===== config.mk =====
export PLATFORM = sky130hd
export DESIGN_NAME = bit_serializer
export DESIGN_NICKNAME = d
export VERILOG_FILES = /design/src/rtl/fsm_stream_pkg.sv /design/src/rtl/bit_tick_gen.sv /design/src/rtl/bit_serializer.sv
export SDC_FILE = /design/constraint.sdc
export NUM_CORES = 1
export LEC_CHECK = 0
export ABC_AREA = 1
export ABC_CLOCK_PERIOD_IN_PS = 1450
export CAP_MARGIN = 20
export CORE_MARGIN = 5
export CORE_UTILIZATION = 48
export DETAILED_ROUTE_END_ITERATION = 7
export PLACE_DENSITY = 0.75
export SYNTH_ARGS = -nofsm -noshare
export SYNTH_HDL_FRONTEND = slang
export SYNTH_HIERARCHICAL = 1
export SYNTH_SLANG_ARGS = --single-unit

===== constraint.sdc =====
create_clock -name clk -period 1.45 [get_ports clk]
set_input_delay 0.435 -clock clk [delete_from_list [all_inputs] [get_ports clk]]
set_output_delay 0.435 -clock clk [all_outputs]
set_load 0.1 [all_outputs]

===== src/rtl/fsm_stream_pkg.sv =====
// Shared types and helpers for the serial stream path feeding the sequence detector.
package fsm_stream_pkg;

  typedef enum logic [1:0] {
    ST_IDLE  = 2'd0,
    ST_SHIFT = 2'd1,
    ST_GAP   = 2'd2
  } state_e;

  localparam logic DEF_IDLE_BIT = 1'b0;

  // Never returns less than 1, so a degenerate count still yields a legal vector.
  function automatic int clog2(input int n);
    int r;
    r = 0;
    while ((1 << r) < n) r++;
    return (r < 1) ? 1 : r;
  endfunction

endpackage


===== src/rtl/bit_tick_gen.sv =====
// Bit-period divider: one-cycle tick on the terminal count, realigned by clr.
module bit_tick_gen
  import fsm_stream_pkg::*;
#(
  parameter int DIV = 1
) (
  input  logic clk,
  input  logic rst,
  input  logic clr,
  output logic tick
);

  localparam int            CW   = clog2(DIV);
  localparam logic [CW-1:0] TERM = CW'(DIV - 1);

  logic [CW-1:0] cnt;

  // With DIV=1 the counter sits at 0 == TERM, so tick is held high.
  always_ff @(posedge clk) begin
    if (rst || clr || tick) cnt <= '0;
    else                    cnt <= cnt + 1'b1;
  end

  assign tick = (cnt == TERM);

endmodule


===== src/rtl/bit_serializer.sv =====
// Parallel-to-serial source for the sequence detector: MSB first, DIV clocks per bit,
// optional GAP idle bit-periods after each word.
module bit_serializer
  import fsm_stream_pkg::*;
#(
  parameter int   WIDTH    = 8,
  parameter int   DIV      = 1,
  parameter int   GAP      = 0,
  parameter logic IDLE_BIT = DEF_IDLE_BIT
) (
  input  logic             clk,
  input  logic             rst_n,
  input  logic [WIDTH-1:0] din,
  input  logic             din_valid,
  output logic             din_ready,
  output logic             data,
  output logic             busy,
  output logic             frame_done
);

  localparam int            BW       = clog2(WIDTH);
  localparam int            GAP_CYC  = GAP * DIV;
  localparam int            GW       = clog2(GAP_CYC + 1);
  localparam logic [BW-1:0] LAST_BIT = BW'(WIDTH - 1);
  localparam logic [GW-1:0] GAP_LAST = (GAP_CYC > 0) ? GW'(GAP_CYC - 1) : '0;

  state_e           state, state_nxt;
  logic [WIDTH-1:0] shreg;
  logic [BW-1:0]    bit_cnt;
  logic [GW-1:0]    gap_cnt;
  logic             tick;
  logic             accept;
  logic             last_bit;

  assign din_ready = (state == ST_IDLE);
  assign busy      = (state != ST_IDLE);
  assign accept    = din_valid && din_ready;
  assign last_bit  = (bit_cnt == LAST_BIT);

  bit_tick_gen #(.DIV(DIV)) u_tick (
    .clk  (clk),
    .rst  (rst_n),
    .clr  (accept),
    .tick (tick)
  );

  always_comb begin
    state_nxt = state;
    case (state)
      ST_IDLE:  if (accept) state_nxt = ST_SHIFT;
      ST_SHIFT: if (tick && last_bit) state_nxt = (GAP > 0) ? ST_GAP : ST_IDLE;
      ST_GAP:   if (gap_cnt == GAP_LAST) state_nxt = ST_IDLE;
      default:  state_nxt = ST_IDLE;
    endcase
  end

  always_ff @(posedge clk) begin
    if (rst_n) begin
      state      <= ST_IDLE;
      shreg      <= '0;
      bit_cnt    <= '0;
      gap_cnt    <= '0;
      data       <= IDLE_BIT;
      frame_done <= 1'b0;
    end else begin
      state      <= state_nxt;
      frame_done <= 1'b0;
      case (state)
        ST_IDLE: begin
          if (accept) begin
            shreg   <= din;
            data    <= din[WIDTH-1];
            bit_cnt <= '0;
          end
        end
        ST_SHIFT: begin
          if (tick) begin
            if (last_bit) begin
              data       <= IDLE_BIT;
              frame_done <= 1'b1;
              bit_cnt    <= '0;
              gap_cnt    <= '0;
            end else begin
              // shreg[WIDTH-1] is the bit on the wire now; the next one sits below it.
              shreg   <= shreg << 1;
              data    <= shreg[WIDTH-2];
              bit_cnt <= bit_cnt + 1'b1;
            end
          end
        end
        ST_GAP: begin
          data <= IDLE_BIT;
          if (gap_cnt == GAP_LAST) gap_cnt <= '0;
          else                     gap_cnt <= gap_cnt + 1'b1;
        end
        default: data <= IDLE_BIT;
      endcase
    end
  end

endmodule


==> reports/metrics.csv <==
stage;metric;value;unit
status;status;finished clean;
yosys;syn_nets;123;
global_route;largest net degree at the start of global routing;16;
floorplan;core area;1470;µm²
finish;ant diodes;0;
finish;area growth from synthesis to layout;34.4;%
timing;clock skew;2.83;ps
clock_network;clock sink count;14;
detailed_routing;Via density;4.39;
floorplan;die height;48.7;µm
pwr;Peak supply drop;743;µV
finish;commonest non-fill, non-tap cell in the layout;nor2_1;
pwr;Seq pwr share;0.458;
placement;Port Buffers;14;
detailed_routing;drt first pass iters;4;
detailed_routing;Residual DRC;0;
finish;Multi-input gate area;342;µm²
detailed_routing;final WL;1250;µm
pwr;internal power;0.664;mW
worst_hold_path;worst hold path type;reg -> reg;
floorplan;row count;14;
detailed_routing;DR vias;628;
detailed_routing;DRT antenna net count;0;
finish;Cell Count, Final, Fillers Out;143;
worst_setup_path;Worst Path Arrival;910;ps
floorplan;Die X;48.7;µm
detailed_routing;per-cell routed wire length;8.76;µm
run;Max Cap Violations;0;
timing;Setup TNS;0;ps
pwr;Sw Share;0.290;
worst_setup_path;Worst EP required;1020;ps
timing;Setup violations, final;0;
clock_network;clk_lat worst skew;270;ps
floorplan;initial core utilization;0.489;
global_route;GRT Residual Overflow;0;
yosys;Post-Syn Area;719;µm²
timing;Tcrit/Tclk final;0.929;
yosys;Syn Area/Cell;6.60;µm²
worst_setup_path;crit path kind;reg -> out;
clock_network;post-CTS sizing;0;
global_route;initial antenna violation count;0;
floorplan;# IOs;15;
timing;f_max;742;MHz
worst_setup_path;Setup crit end kind;output pin;
timing;RSZ-0062 raised after global routing;no;
pwr;Clock power frac;0.295;
yosys;Mapped Cells;109;
clock_network;CTS Buf Count;3;
floorplan;full die area;2370;µm²
global_route;global-route wire length before repair;2250;µm
clock_network;Max Root-Sink Buffers;2;
worst_setup_path;Crit Path Max Fanout;4;
clock_network;clock slew at reported path FFs;90;ps
detailed_routing;initial DRC count;9;
finish;fillers;127;
placement;placed cells;137;
yosys;Synth Warn #;6;
timing;max-slew violations;0;
pwr;PwrDens;966;nW/µm²
finish;FF/Latch Area;284;µm²
pwr;Logic pwr share;0.247;
pwr;Leak Pwr;0.529;nW
pwr;Sw Pwr;0.271;mW
finish;most frequent cells in the layout;nor2_1 (31), nand2_1 (28), inv_1 (16), dfxtp_1 (13), clkdlybuf4s50_1 (10);
timing;Tmin final;1350;ps
global_route;vias in the first global route;558;
finish;nets;142;
timing;final hold violation count;0;
global_route;total track usage;0.112;
worst_setup_path;startpoint types;flip-flop;
placement;dpl hpwl;960;µm
finish;layout cells sized above 1;0.126;
clock_network;CTS Root Cell;clkbuf_4;
clock_network;htree depth;1;
placement;GPL Wtd Cong;0.838;
clock_network;CTS tree;built;
[registers in the layout, summed over array words and instances, names as in the netlist]
register    cells
bit_cnt         3
data            1
frame_done      1
shreg           7
state           1
u_tick/cnt      1
[routing by layer]
metal  GRT usage  up-vias  part of all wire
met3      0.0337        2             0.068
met5           0        -                 0
met1       0.137      258              0.45
li1            -      356                 -
met2       0.198       12              0.47
met4      0.0135        0            0.0064
[power groups by stage]
| stage | Sequential, mW | Combinational (mW) | Clock, mW |
|---|---|---|---|
| finish | 0.428 | 0.230 | 0.276 |
| global route | 0.432 | 0.256 | 0.302 |
| CTS | 0.429 | 0.221 | 0.286 |
| detailed placement | 0.445 | 0.209 | 0 |
| global placement | 0.444 | 0.207 | 0 |
| floorplan | 0.465 | 0.122 | 0 |
[per-stage QoR]
stage / hold WS [ps] / utilization / power, mW / area, µm² / setup WS (ps)
after floorplan: 437 / - / 0.586 / 726 / 45.9
after global placement: 447 / 0.614 / 0.651 / 903 / -52.7
after detailed placement: 461 / 0.614 / 0.654 / 903 / -53.5
after CTS: 475 / 0.644 / 0.935 / 947 / 15.3
after global routing: 504 / 0.657 / 0.990 / 967 / 37.7
final: 472 / 0.657 / 0.935 / 967 / 103
[worst max-delay path: stages, from the launching register on]
cell,delay [ps]
dfxtp_4,370
inv_4,90
buf_12,170
[area by class of cell]
cell class,count,share of cell area
multi-input combinational,74,0.353
sequential,14,0.294
timing repair buffer,17,0.223
inverter,18,0.0724
clock buffer,4,0.0375
tap,16,0.0207
[repair_timing]
| item | CTS | global route |
|---|---|---|
| hold buffers | 0 | 0 |
| setup endpoints to repair | 1 | 7 |
| hold endpoints to repair | 0 | 0 |
| setup buffers | 1 | 1 |
| pin swaps | 0 | 1 |
[final timing paths]
check	startpoint	endpoint	slack, ps	depth (start not counted)
max reg2reg	bit_cnt[0]	shreg[5]	140	7
min reg2reg	bit_cnt[1]	bit_cnt[1]	470	2
max	state[0]	din_ready	100	2
min	bit_cnt[1]	bit_cnt[1]	470	2
(Power assumes the default switching activity.)
